$ cat config.mk
export PLATFORM = sky130hd
export DESIGN_NAME = uart_upg_loader
export DESIGN_NICKNAME = d
export VERILOG_FILES = /design/src/rtl/upg_pkg.sv /design/src/rtl/uart_rx_core.sv /design/src/rtl/uart_upg_loader.sv
export SDC_FILE = /design/constraint.sdc
export NUM_CORES = 1
export LEC_CHECK = 0
export ABC_AREA = 1
export BUFFER_PORTS_ARGS = -buffer_cell sky130_fd_sc_hd__buf_2
export CAP_MARGIN = 20
export CORE_MARGIN = 2
export CORE_UTILIZATION = 35
export CTS_CLUSTER_DIAMETER = 200
export DETAILED_ROUTE_END_ITERATION = 12
export PLACE_DENSITY_LB_ADDON = 0.25
export SLEW_MARGIN = 40
export SYNTH_ARGS = -nofsm -noshare
export SYNTH_HDL_FRONTEND = slang
export SYNTH_SLANG_ARGS = --single-unit
export TNS_END_PERCENT = 5
$ cat constraint.sdc
create_clock -name clock -period 4.34 [get_ports clock]
set_clock_uncertainty 0.1 [all_clocks]
set_input_delay 0.868 -clock clock [delete_from_list [all_inputs] [get_ports clock]]
set_output_delay 0.868 -clock clock [all_outputs]
set_load 0.01 [all_outputs]
$ cat src/rtl/upg_pkg.sv
// Shared constants for the UART firmware-upgrade loader: FSM state codes, address width, word-count limit.
// Latency: n/a (package).
// Backpressure: n/a (package).
package upg_pkg;

    localparam int UPG_ADR_W     = 14;
    localparam int UPG_MAX_WORDS = 16384;
    localparam int UPG_CNT_W     = 15;

    localparam logic [2:0] ST_CNT_LO = 3'd0;
    localparam logic [2:0] ST_CNT_HI = 3'd1;
    localparam logic [2:0] ST_DATA   = 3'd2;
`ifdef UPG_CHECKSUM_EN
    localparam logic [2:0] ST_CSUM   = 3'd3;
`endif
    localparam logic [2:0] ST_DONE   = 3'd4;

    // A word count larger than the address space is truncated to a full-memory load.
    function automatic logic [UPG_CNT_W-1:0] clip_count(input logic [15:0] n);
        return (n > 16'(UPG_MAX_WORDS)) ? UPG_CNT_W'(UPG_MAX_WORDS) : n[UPG_CNT_W-1:0];
    endfunction

endpackage

$ cat src/rtl/uart_rx_core.sv
// 8N1 UART receiver: 2-flop synchronizer, glitch-rejecting start detect, centre sampling.
// Latency: byte_valid/frame_err pulse ~2 cycles after the stop-bit centre.
// Backpressure: none; the consumer must take rx_byte in the byte_valid cycle.
module uart_rx_core #(
    parameter int DIV = 434
) (
    input  logic       clock,
    input  logic       reset,
    input  logic       rx_i,
    output logic [7:0] rx_byte,
    output logic       byte_valid,
    output logic       frame_err
);

    localparam int CW = $clog2(DIV + 1);
    localparam logic [CW-1:0] HALF_M1 = CW'(DIV / 2 - 1);
    localparam logic [CW-1:0] FULL_M1 = CW'(DIV - 1);

    localparam logic [1:0] RX_IDLE  = 2'd0;
    localparam logic [1:0] RX_START = 2'd1;
    localparam logic [1:0] RX_DATA  = 2'd2;
    localparam logic [1:0] RX_STOP  = 2'd3;

    logic [1:0]    sync;
    logic          rx_s;
    logic          rx_prev;
    logic [1:0]    st;
    logic [CW-1:0] cnt;
    logic [2:0]    bit_idx;
    logic [7:0]    shreg;

    assign rx_s = sync[1];

    always_ff @(posedge clock or posedge reset) begin
        if (reset) begin
            sync       <= 2'b11;
            rx_prev    <= 1'b1;
            st         <= RX_IDLE;
            cnt        <= '0;
            bit_idx    <= '0;
            shreg      <= '0;
            rx_byte    <= '0;
            byte_valid <= 1'b0;
            frame_err  <= 1'b0;
        end else begin
            sync       <= {sync[0], rx_i};
            rx_prev    <= rx_s;
            byte_valid <= 1'b0;
            frame_err  <= 1'b0;
            case (st)
                RX_IDLE: begin
                    if (rx_prev && !rx_s) begin
                        st  <= RX_START;
                        cnt <= '0;
                    end
                end
                RX_START: begin
                    // Line back high at the start-bit centre means it was only a glitch.
                    if (cnt == HALF_M1) begin
                        cnt     <= '0;
                        bit_idx <= '0;
                        st      <= rx_s ? RX_IDLE : RX_DATA;
                    end else begin
                        cnt <= cnt + CW'(1);
                    end
                end
                RX_DATA: begin
                    if (cnt == FULL_M1) begin
                        cnt     <= '0;
                        shreg   <= {rx_s, shreg[7:1]};
                        bit_idx <= bit_idx + 3'd1;
                        if (bit_idx == 3'd7) st <= RX_STOP;
                    end else begin
                        cnt <= cnt + CW'(1);
                    end
                end
                default: begin
                    if (cnt == FULL_M1) begin
                        cnt <= '0;
                        st  <= RX_IDLE;
                        if (rx_s) begin
                            rx_byte    <= shreg;
                            byte_valid <= 1'b1;
                        end else begin
                            frame_err  <= 1'b1;
                        end
                    end else begin
                        cnt <= cnt + CW'(1);
                    end
                end
            endcase
        end
    end

endmodule

$ cat src/rtl/uart_upg_loader.sv
// UART upgrade loader: count + little-endian words -> memory write strobes; UPG_CHECKSUM_EN adds a trailing XOR byte.
// Latency: write strobe 1 cycle after the 4th byte of a word is received; done 1 cycle after the last strobe.
// Backpressure: none; the memory must accept every one-cycle strobe.
module uart_upg_loader
    import upg_pkg::*;
#(
    parameter int CLK_FREQ = 50000000,
    parameter int BAUD     = 115200
) (
    input  logic                 clock,
    input  logic                 reset,
    input  logic                 rx_i,
    output logic                 Upg_wen_o,
    output logic [UPG_ADR_W-1:0] Upg_adr_o,
    output logic [31:0]          Upg_dat_o,
    output logic                 Upg_done_o,
    output logic                 Upg_err_o
);

    localparam int DIV = CLK_FREQ / BAUD;

`ifdef UPG_CHECKSUM_EN
    localparam logic [2:0] ST_AFTER_DATA = ST_CSUM;
`else
    localparam logic [2:0] ST_AFTER_DATA = ST_DONE;
`endif

    logic [7:0]           rx_byte;
    logic                 byte_valid;
    logic                 frame_err;
    logic [2:0]           state;
    logic [7:0]           cnt_lo;
    logic [UPG_CNT_W-1:0] words_left;
    logic [1:0]           byte_idx;
    logic [23:0]          dat_buf;
`ifdef UPG_CHECKSUM_EN
    logic [7:0]           xor_acc;
`endif

    uart_rx_core #(.DIV(DIV)) u_rx (
        .clock      (clock),
        .reset      (reset),
        .rx_i       (rx_i),
        .rx_byte    (rx_byte),
        .byte_valid (byte_valid),
        .frame_err  (frame_err)
    );

    always_ff @(posedge clock or posedge reset) begin
        if (reset) begin
            state      <= ST_CNT_LO;
            cnt_lo     <= '0;
            words_left <= '0;
            byte_idx   <= '0;
            dat_buf    <= '0;
            Upg_wen_o  <= 1'b0;
            Upg_adr_o  <= '0;
            Upg_dat_o  <= '0;
            Upg_done_o <= 1'b0;
            Upg_err_o  <= 1'b0;
`ifdef UPG_CHECKSUM_EN
            xor_acc    <= '0;
`endif
        end else begin
            Upg_wen_o <= 1'b0;
            if (Upg_wen_o)         Upg_adr_o  <= Upg_adr_o + UPG_ADR_W'(1);
            if (frame_err)         Upg_err_o  <= 1'b1;
            // Entering DONE coincides with the last strobe, so done lands one cycle later.
            if (state == ST_DONE)  Upg_done_o <= 1'b1;
            if (byte_valid) begin
                case (state)
                    ST_CNT_LO: begin
                        cnt_lo <= rx_byte;
                        state  <= ST_CNT_HI;
                    end
                    ST_CNT_HI: begin
                        words_left <= clip_count({rx_byte, cnt_lo});
                        byte_idx   <= '0;
                        state      <= ({rx_byte, cnt_lo} == 16'd0) ? ST_AFTER_DATA : ST_DATA;
                    end
                    ST_DATA: begin
`ifdef UPG_CHECKSUM_EN
                        xor_acc  <= xor_acc ^ rx_byte;
`endif
                        byte_idx <= byte_idx + 2'd1;
                        if (byte_idx == 2'd3) begin
                            Upg_wen_o  <= 1'b1;
                            Upg_dat_o  <= {rx_byte, dat_buf};
                            words_left <= words_left - UPG_CNT_W'(1);
                            if (words_left == UPG_CNT_W'(1)) state <= ST_AFTER_DATA;
                        end else begin
                            dat_buf <= {rx_byte, dat_buf[23:8]};
                        end
                    end
`ifdef UPG_CHECKSUM_EN
                    ST_CSUM: begin
                        if (rx_byte != xor_acc) Upg_err_o <= 1'b1;
                        state <= ST_DONE;
                    end
`endif
                    default: ;
                endcase
            end
        end
    end

endmodule

# == After elaboration in Yosys (flattened, before gate mapping) ==
# Cells that the tools add are included.
# op_classes
addsub,5
n_lt_le_gt_ge,1
eq_ne,16
n_mux,31
bitwise_logic,2
n_reduce_logical,20
# op_table
op,count
15-bit 2-to-1 mux,2
15-bit case mux with 2 select lines,1
9-bit 2-to-1 mux,3
9-bit case mux with 2 select lines,1
"16-bit by 15-bit greater-than comparator with 1-bit output, second input constant",1
16-bit logical NOT,1
"15-bit by 1-bit equality test with 1-bit output, second input constant",1
3-bit 2-to-1 mux,5
3-bit AND reduction,5
"15-bit by 1-bit subtractor with 15-bit output, second input constant",1
"14-bit by 1-bit adder with 14-bit output, second input constant",1
2-bit 2-to-1 mux,6
"9-bit by 1-bit adder with 9-bit output, second input constant",1
"9-bit by 8-bit equality test with 1-bit output, second input constant",1
"9-bit equality test, second input constant",1
1-bit 2-to-1 mux,9
3-bit case mux with 3 select lines,1
"2-bit by 1-bit inequality test with 1-bit output, second input constant",4
"3-bit equality test, second input constant",2
2-bit case mux with 3 select lines,1
3-bit case mux with 2 select lines,1
2-bit AND reduction,3
3-bit nonzero test,2
5-bit AND reduction,1
16 further kinds,20
# word_totals
regBits,136
in_bits,3
output_inout_bits,49
elab_cells,94

# == Logic depth before layout (Yosys ltp) ==
# Gate-level depths: netlist of the first run.
# depth
depth_word,4
mapped_depth,11
depth_no_buf,11

# == Modules after synthesis ==
# From an unflattened synthesis of the first run, not the netlist that was laid out.
# unflattened
cells_unflattened,770
area_unflattened_um2,6401.1
# modules_own_cells
module,n_inst,cells_each,area_each_um2,seq_area_each_um2
uart_upg_loader,1,574,4713.3,2527.4
uart_rx_core,1,196,1687.9,879.6

# == Worst setup path after synthesis of the first run ==
# No wires, ideal clock.
# synth_path
kind,flip-flop to flip-flop
start,register u_rx.cnt[1]
end,register u_rx.st[0]
setup_time_ps,117
t_arrival_ps,1338
required_time_ps,4123
slack_ps,2785
path_stages_with_launch,12
n_path_buf,0
period_less_slack_ps,1555
cell_sequence,dfrtp_1 -> inv_1 -> ha_1 -> nand2_1 -> nor2_2 -> nand2_4 -> nand2_2 -> nand3_4 -> inv_2 -> nand2_2 -> nand2_1 -> nand2_1
# synth_between
elab_chain_cells,3
word_cells_on_any_way,6
classes_between,eq/ne: 4; reduce/logical: 2
# synth_lines
element,line_no,source
from (decl),uart_rx_core.sv:28,logic [CW-1:0] cnt;
from (signal assigned),uart_rx_core.sv:64,cnt <= cnt + CW'(1);
from (signal assigned),uart_rx_core.sv:74,cnt <= cnt + CW'(1);
from (signal assigned),uart_rx_core.sv:88,cnt <= cnt + CW'(1);
9-bit equality test / 9-bit by 8-bit equality test with 1-bit output (equally long branches),"uart_rx_core.sv:68, uart_rx_core.sv:78, uart_rx_core.sv:59",
2-bit by 1-bit inequality test with 1-bit output (no source line) / 3-bit nonzero test (equally long branches),-,
5-bit AND reduction (no source line) (*),-,
to (signal assigned),uart_rx_core.sv:62,st <= rx_s ? RX_IDLE : RX_DATA;
to (decl),uart_rx_core.sv:27,logic [1:0] st;
# Every way passes the cells marked *; elsewhere a longest branch is shown, timed or not.
# A chain may end at the register's enable or synchronous reset.

# == Final worst setup path of the first run ==
# layout_path
start,register state[2]
end,register Upg_dat_o[27]
# layout_between
elab_chain_cells,2
# layout_lines
element,line_no,source
from (decl),uart_upg_loader.sv:31,logic [2:0] state;
from (signal assigned),uart_upg_loader.sv:79,"state <= ({rx_byte, cnt_lo} == 16'd0) ? ST_AFTER_DATA : ST_DATA;"
3-bit by 2-bit equality test with 1-bit output,uart_upg_loader.sv:71,case (state)
3-bit AND reduction (no source line),-,
to (signal assigned),uart_upg_loader.sv:88,"Upg_dat_o <= {rx_byte, dat_buf};"
to (decl),uart_upg_loader.sv:15,"output logic [31:0] Upg_dat_o,"
# No other way between the ends.

==> metrics.txt, run 1 <==
status finished clean; initial antenna violation count 0; Post-synth EDFFs 0; synth unique cells 43; Hold Path Depth 0; vias 4,822; Die ar. 19,500 sq um; Place WS 2.15 ns; CP Launch Type register; largest net degree at the start of global routing 137; DR vias/cell 4.61; Routed WL 13,000 um; Power per Cell Area 405 nW/um^2; period utilization 50.8%; Synth area leaders dfrtp_1, nand2_1, inv_1; Mapped Cells 754; Max Cap Viol 0; Core Region 18,000 sq um; Port Buffers 51; Inserted Clock Buffers 17; final setup violation count 0; placed insts 1,016; Overall Global Routing Usage 14.0%; clk sinks 136; Critical Path Fanout Max 31; vias in the first global route 4,513; CTS tree done; # resized after CTS 0; Lkg Pwr 3.89 nW; antenna-violating nets left 0; first-pass GRT wire length 22,000 um; CP Data Arrival Time 2.40 ns; CP endpoint kind register; Nets 822; #FFs+latches synth 136; filler instances 1,805; initial DRC count 286; area grow syn2layout 15.4%; hold crit path type reg2reg; Non-Filler Instances 1,047; Max IR drop VDD 297 uV; max-slew violation count 0; Post-DP Area 6840 sq um; gr ovfl total 0; main flop type after synthesis dfrtp_1; worst-margin pin slew 0.725 ns; Seq/Total Area, Yosys 52.9%; ys async rst share 100%; final setup margin 2.14 ns; hpwl dp 8640 um; Final GP Congestion 0.776; DRC violations left 0; Clock Latency Late Sink 0.42 ns; worst rel slew slack 51.7%; warnings from Yosys 0; Reg2Reg Depth 7; Period minus WS final 2.20 ns; syn avg cell area 8.54 sq um; Initial DRT Pass Iterations 5; dominant cell type by area after synthesis dfrtp_1; fin area 7430 sq um; drt wl/cell 12.4 um; final hold violation count 0; Fmax 0.454 GHz; FP Rows 49; final setup TNS 0 ns; Root Driver clkbuf_16; Mapped Area 6440 sq um; Post-Syn Nets 770; Chip Height 140 um; Post-CTS Setup Inserts 0; die width 140 um; RSZ-0062 raised after global routing false; hold_buf cts 0; # diodes 0; Design Power 3.01 mW; area share of the largest cell type after synthesis 51.7%; share of post-route cells with drive strength above 1 14.9%; H-tree depth 4; Critical Path RT 4.53 ns; Crit Path Category reg2reg; Clock Tree Buf Depth 2; Ports 52; clock slew at reported path FFs 0.06 ns; R2R setup slack 2.14 ns; initial core utilization 35.7%
==> sequential cells by signal (all words and copies together), names as in the netlist, 3 cells and up <==
signal        cells
state             3
cnt_lo            8
u_rx.cnt          9
u_rx.shreg        8
u_rx.bit_idx      3
Upg_adr_o        14
u_rx.rx_byte      8
dat_buf          24
Upg_dat_o        32
words_left       15
==> synth_stat cells (all sizes together), types with 4 or more instances <==
cell      n
nor3      5
nand3    47
nand4     7
inv      89
o21ai    89
nor2     70
nand2   240
dfrtp   133
buf      15
a21oi     6
xor2      8
a21boi    5
xnor2     4
clkbuf    5
ha       13
==> critical path: stages (launching register included) <==
cell and delay, ns:
dfrtp_1 0.41, inv_2 0.11, nand3b_4 0.33, nor2_2 0.27
nand2_2 0.32, buf_4 0.36, nand2_1 0.09, o21ai_0 0.07
==> routing by layer <==
metal  global-route usage, %  share of wire [%]  vias up  routed length [um]
li1                        -                  -     2492                   -
met1                    19.1                 49     2247                6350
met2                    21.9                 46       73                5950
met3                    3.99                4.0       10                 524
met4                    3.95                1.0        0                 132
met5                       0                  0        -                   0
==> cells by family (layout without fill, tap and decap cells) <==
logic type	count (synthesis)	in the layout	share of synthesized area (%)
buffers and inverters	110	174	7.91
xor gates and xnor gates	12	12	1.63
AOI/OAI and AO/OA	108	108	9.25
and+or+nand+nor	374	374	25.6
adders and majority gates	13	13	2.53
muxes	1	1	0.175
DFF	136	136	52.9
==> power by group <==
part	leakage, nW	internal (mW)	switching [mW]	total [mW]
Sequential	1.89	1.29	0.0220	1.31
Clock	0.275	0.867	0.573	1.44
Combinational	1.73	0.0766	0.179	0.256
Total	3.89	2.24	0.774	3.01
==> layout by cell type (no fill, tap or decap), drive strengths merged <==
cell type	count
nand2	240
dfrtp	133
inv	93
o21ai	89
nor2	70
buf	53
nand3	47
clkbuf	19
ha	13
xor2	8
nand4	7
a21oi	6
clkinvlp	5
a21boi	5
nor3	5
xnor2	4
dfstp	3
nand3b	3
o21a	2
o21bai	2
bufinv	2
clkinv	2
a22o	1
or2	1
a21o	1
a31oi	1
o211ai	1
nor3b	1
mux2	1
==> path summary, 6_finish.rpt <==
path,start,to
worst max-delay path,state[2],Upg_dat_o[27]
worst min-delay path,u_rx.sync[0],u_rx.sync[1]
worst max register to register,state[2],Upg_dat_o[27]
worst min register to register,u_rx.sync[0],u_rx.sync[1]
max in group asynchronous,reset,dat_buf[8]
min in group asynchronous,reset,Upg_dat_o[19]
==> metrics by stage <==
stage	util (%)	hold slack, ns
4_1_cts	41.2	0.256
5_1_grt	41.2	0.262
3_5_place_dp	37.9	0.248
3_3_place_gp	37.9	0.246
6_report	41.2	0.255
2_1_floorplan	-	0.245
==> layout make-up <==
| type | instances | area [sq um] | area share, % |
|---|---|---|---|
| Inverter | 90 | 342 | 4.60 |
| Timing Repair Buffer | 53 | 283 | 3.81 |
| Clock inverter | 12 | 141 | 1.90 |
| Tap cell | 229 | 287 | 3.86 |
| Clock buffer | 19 | 443 | 5.96 |
| Multi-Input combinational cell | 508 | 2520 | 34.0 |
| Sequential cell | 136 | 3410 | 45.9 |
Note: power is estimated with default switching activity, not from simulation.
==> run 2, diff against run 1 <==
- clock period: 4.34 -> 1.9 ns (I/O delays scaled with it)
==> run 2 against run 1 <==
Net effect:
- sequential share of layout area is 1.0 points lower
- clock-buffer cell count fell by 2
- register-to-register slack got worse by 1.9 ns
- clock power rose by 130%
- non-clock buffer count is 14 higher
- combinational power is 130% higher
- final area grew 2.2%
- flip-flop and latch count did not move
- die area unchanged
- maximum frequency is 30% higher
- cell count rose by 1.4%
- largest cell class unchanged
- largest power group unchanged
- highest routed layer unchanged
==> metrics.txt, run 2 (synthesized netlist as in run 1, its figures left out) <==
Hold Crit Start u_rx.sync[0]; vias 4,793; Critical Path Fanout Max 8; Highest Signal Layer met4; commonest non-fill, non-tap cells in the layout nand2_1, dfrtp_1, inv_1; fin util 42.1%; clock slew at reported path FFs 0.06 ns; DR vias/cell 4.51; hpwl dp 9070 um; Largest register FFs 32; Die ar. 19,500 sq um; antenna-violating nets left 0; period utilization 89.3%; Routed WL 13,200 um; Reg2Reg Depth 8; RR Endpoint u_rx.cnt[6]; Critical Path RT 2.10 ns; initial DRC count 261; Place WS 0.146 ns; FF-to-FF Start u_rx.st[0]; Crit Path Category reg2reg; Clk pwr share 48.0%; clk sinks 136; WHS 0.256 ns; placed insts 1,024; Core Region 18,000 sq um; Port Buffers 51; CP endpoint kind register; Nets 836; critical path endpoint u_rx.cnt[6]; switching share of power 27.6%; DRC violations left 0; Power per Cell Area 912 nW/um^2; Max Cap Viol 0; first-pass GRT wire length 22,300 um; max-slew violation count 0; gr ovfl total 0; share of post-route cells with drive strength above 1 16.3%; Root Driver clkbuf_16; Initial DRT Pass Iterations 4; Post-DP Area 6920 sq um; largest net degree at the start of global routing 84; CP Launch Point u_rx.st[0]; H-tree depth 4; initial core utilization 35.7%; Non-Filler Instances 1,062; FP Rows 49; most common library cell in the layout ignoring fill and taps nand2_1; Design Power 6.93 mW; Clock Latency Late Sink 0.41 ns; Largest regs Upg_dat_o (32), dat_buf (24), words_left (15); drt wl/cell 12.4 um; met3 wire len 462 um; Post-Route M1 WL 6750 um; hold crit path type reg2reg; area grow syn2layout 18.0%; WL met2 5870 um; final setup margin 0.204 ns; Overall Global Routing Usage 14.1%; initial antenna violation count 0; final setup TNS 0 ns; Inserted Clock Buffers 17; final setup violation count 0; Power Internal 5.02 mW; Ports 52; RSZ-0062 raised after global routing false; Period minus WS final 1.70 ns; vias in the first global route 4,584; Seq pwr share 43.4%; combinational share of power 8.7%; Lkg Pwr 3.97 nW; P_sw 1.91 mW; Clock Tree Buf Depth 2; CP Launch Type register; largest reg by FF count Upg_dat_o; Final GP Congestion 0.803; CP Data Arrival Time 1.90 ns; worst-margin pin slew 0.456 ns; final hold violation count 0; Chip Height 140 um; CTS tree done; die width 140 um; worst rel slew slack 69.6%; R2R setup slack 0.20 ns; Max IR drop VDD 739 uV; Fmax 0.589 GHz; status finished clean; fin area 7590 sq um; # diodes 0
-- run 2: layout make-up --
type | count | area (sq um)
multi-input combinational | 508 | 2520
timing repair buffer | 67 | 430
sequential | 136 | 3410
clock inverter | 15 | 178
tap | 229 | 287
inverter | 90 | 342
fill | 1843 | 10400
clock buffer | 17 | 425
-- run 2: power by group through the flow --
stage          Clock, mW  Sequential, mW  Combinational (mW)
2_1_floorplan          0            3.05               0.460
3_3_place_gp           0            3.06               0.592
3_5_place_dp           0            3.06               0.595
4_1_cts             3.41            3.00               0.604
5_1_grt             3.55            3.01               0.702
6_report            3.32            3.00               0.600
-- run 2: per-layer routing --
| layer | track usage, % | up-vias |
|---|---|---|
| met2 | 21.6 | 70 |
| met1 | 19.6 | 2203 |
| met3 | 3.92 | 4 |
| li1 | - | 2516 |
| met5 | 0 | - |
| met4 | 3.89 | 0 |
-- run 2: worst max-delay path: stages, from the launching register on --
cell	delay (ns)
dfrtp_1	0.41
inv_1	0.09
ha_1	0.24
nand2_2	0.17
nand3_1	0.16
nor3_1	0.24
nand2_1	0.08
nand2_1	0.06
nor2_1	0.04
-- run 2: worst min-delay path by stage --
stage	end	slack (ns)	cells after the start
after floorplan	u_rx.sync[1]	0.25	0
after global placement	u_rx.sync[1]	0.25	0
after detailed placement	u_rx.sync[1]	0.25	0
after CTS	u_rx.sync[1]	0.26	0
after global routing	u_rx.sync[1]	0.26	0
final	u_rx.sync[1]	0.26	0
-- run 2: repair_timing --
item,CTS,global route
buffers inserted,0,4
gates resized for setup,0,1
hold endpoints to repair,51,0
endpoints found under the setup margin,0,2
hold buffers,2,0
==> run 3, diff against run 2 <==
- ABC_AREA: 1 -> 0
- CTS_BUF_LIST: default -> sky130_fd_sc_hd__clkbuf_16
==> run 3 against run 2 <==
Net effect:
- the run now ends with negative setup slack left
- sequential power is essentially flat
- critical endpoint is now u_rx.st[1]
- utilization grew 4.9 points
- routed wire length grew 0.60%
- largest cell class unchanged
- non-clock buffer count grew 51
==> metrics.txt, run 3 <==
status complete, but fails checks; failing checks negative setup slack; Clock Tree Buf Depth 2; initial DRC count 194; Mapped Area 6020 sq um; most numerous cell in the Yosys netlist dfrtp_1; Routed WL 13,200 um; Post-synth EDFFs 0; Largest register FFs 32; initial core utilization 36.0%; Overall Global Routing Usage 15.8%; CP cell instances or4b_4 -> buf_6 -> o31ai_2 -> nand4_1 -> o21ai_2 -> o41ai_2; WHS Endpoint u_rx.sync[1]; fin util 47.0%; largest reg by FF count Upg_dat_o; FF-to-FF Start u_rx.cnt[6]; area share of the largest cell type after synthesis 55.3%; Design Power 7.34 mW; vias in the first global route 4,541; share of post-route cells with drive strength above 1 36.6%; most common library cell in the layout ignoring fill and taps dfrtp_1; Mapped Cells 544; clock slew at reported path FFs 0.06 ns; CP Launch Type register; #FFs+latches synth 136; final setup margin -0.107 ns; # diodes 0; Synth top cells by count dfrtp_1, nand2_1, mux2_2; dominant cell type by area after synthesis dfrtp_1; Synth area leaders dfrtp_1, mux2_2, nand2_1; gr ovfl total 0; Period minus WS final 2.01 ns; max incr delay on CP 0.57 ns; Critical Path Fanout Max 4; commonest non-fill, non-tap cells in the layout dfrtp_1, nand2_1, buf_4; period utilization 106%; max-slew violation count 0; Crit Path Category reg2reg; synth unique cells 63; antenna-violating nets left 0; Core Region 16,700 sq um; Hold Path Depth 0; final hold violation count 0; Hold Crit Start u_rx.sync[0]; DR vias/cell 4.93; vias 4,406; Seq/Total Area, Yosys 56.6%; hpwl dp 9070 um; placed insts 853; Inserted Clock Buffers 17; warnings from Yosys 0; Root Driver clkbuf_16; Nets 677; FP Rows 47; die width 135 um; Ports 52; DRC violations left 0; Die ar. 18,300 sq um; CTS tree done; Chip Height 135 um; Port Buffers 51; Reg2Reg Depth 6; Max IR drop VDD 625 uV; CP Data Arrival Time 2.21 ns; first-pass GRT wire length 22,500 um; CP endpoint kind register; main flop type after synthesis dfrtp_1; largest net degree at the start of global routing 55; Max Cap Viol 0; initial antenna violation count 0; RSZ-0062 raised after global routing true; Clock Latency Late Sink 0.42 ns; ys async rst share 100%; hold crit path type reg2reg; worst-margin pin slew 0.395 ns; worst rel slew slack 73.6%; Non-Filler Instances 894; R2R setup slack -0.11 ns; drt wl/cell 14.8 um; H-tree depth 4; Post-Syn Nets 560; Initial DRT Pass Iterations 7; final setup violation count 21; clk sinks 136; Power per Cell Area 936 nW/um^2; Lkg Pwr 4.05 nW; syn avg cell area 11.1 sq um; area grow syn2layout 30.4%; WHS 0.255 ns; Critical Path RT 2.10 ns; Fmax 0.498 GHz; Largest regs Upg_dat_o (32), dat_buf (24), words_left (15); RR Endpoint u_rx.st[1]; CP max-delay cell or4b_4; Final GP Congestion 0.872
## run 3: cell types whose count changed in the layout (fill, tap and decap cells not counted), moves of 6 or more
cell	previous run	this run
nand2_1	230	114
inv_1	83	8
buf_4	10	56
mux2_2	1	43
nor2_1	63	22
nand3_1	45	11
o21ai_1	38	6
o21ai_0	45	19
mux2_4	0	8
nor4_1	0	7
xnor2_1	4	11
a21oi_1	6	12
## run 3: kinds of logic after synthesis
| kind of cell | after synthesis | synth area share [%] |
|---|---|---|
| buf+inv | 34 | 2.37 |
| simple gates | 211 | 16.9 |
| mux | 52 | 9.71 |
| xor+xnor | 16 | 2.33 |
| compound gates | 82 | 9.32 |
| fa+ha+maj | 13 | 2.70 |
| flops | 136 | 56.6 |
## run 3: worst max path at each step
stage | cells after the start | slack [ns] | end | startpoint
after global routing | 6 | -0.21 | u_rx.st[1] | u_rx.cnt[6]
after floorplan | 1 | -0.27 | Upg_adr_o[0] | reset
after global placement | 7 | -0.17 | words_left[10] | words_left[0]
after detailed placement | 7 | -0.19 | words_left[10] | words_left[1]
final | 6 | -0.11 | u_rx.st[1] | u_rx.cnt[6]
after CTS | 7 | -0.1 | u_rx.st[1] | u_rx.cnt[1]
## run 3: report_power, final
part | internal (mW) | switching [mW] | leakage [nW]
Sequential | 2.95 | 0.0514 | 1.89
Combinational | 0.354 | 0.501 | 1.86
Clock | 2.20 | 1.28 | 0.301
## run 3: stage by stage
stage	worst slack, ns	setup TNS, ns	instance area [sq um]
final	-0.107	-0.641	7850
after detailed placement	-0.190	-1.88	6980
after floorplan	-0.271	-37.27	6020
after CTS	-0.0968	-0.602	7780
after global routing	-0.208	-2.26	7850
after global placement	-0.168	-1.04	6980
## run 3: critical path: cells and delay by family, from the launching register on
kind / cells / cell delay (ns)
compound gates: 3 / 0.45
buf+inv: 1 / 0.15
flops: 1 / 0.38
simple gates: 2 / 0.82
## run 3: metal layers
layer | wire, um | up-vias | global-route usage (%)
met4 | 290 | 0 | 6.89
met1 | 6010 | 2141 | 20.3
met3 | 627 | 19 | 4.09
li1 | - | 2151 | -
met2 | 6300 | 95 | 25.3
met5 | 0 | - | 0
## run 3: area by class of cell
cell class / count / area [sq um]
inverters: 14 / 56.3
repair buffers: 118 / 858
clock buffers: 17 / 425
flip-flops and latches: 136 / 3410
multi-input cells: 374 / 2620
fillers: 1565 / 8850
well taps: 220 / 275
clock inverters: 15 / 200
## run 3: what timing repair did
item                       in CTS  in global routing
setup endpoints to repair      28                 58
buffers inserted                4                  3
hold endpoints to repair       12                  0
resized for setup              34                 16
hold buffers                    2                  0
pin swaps                       9                  8
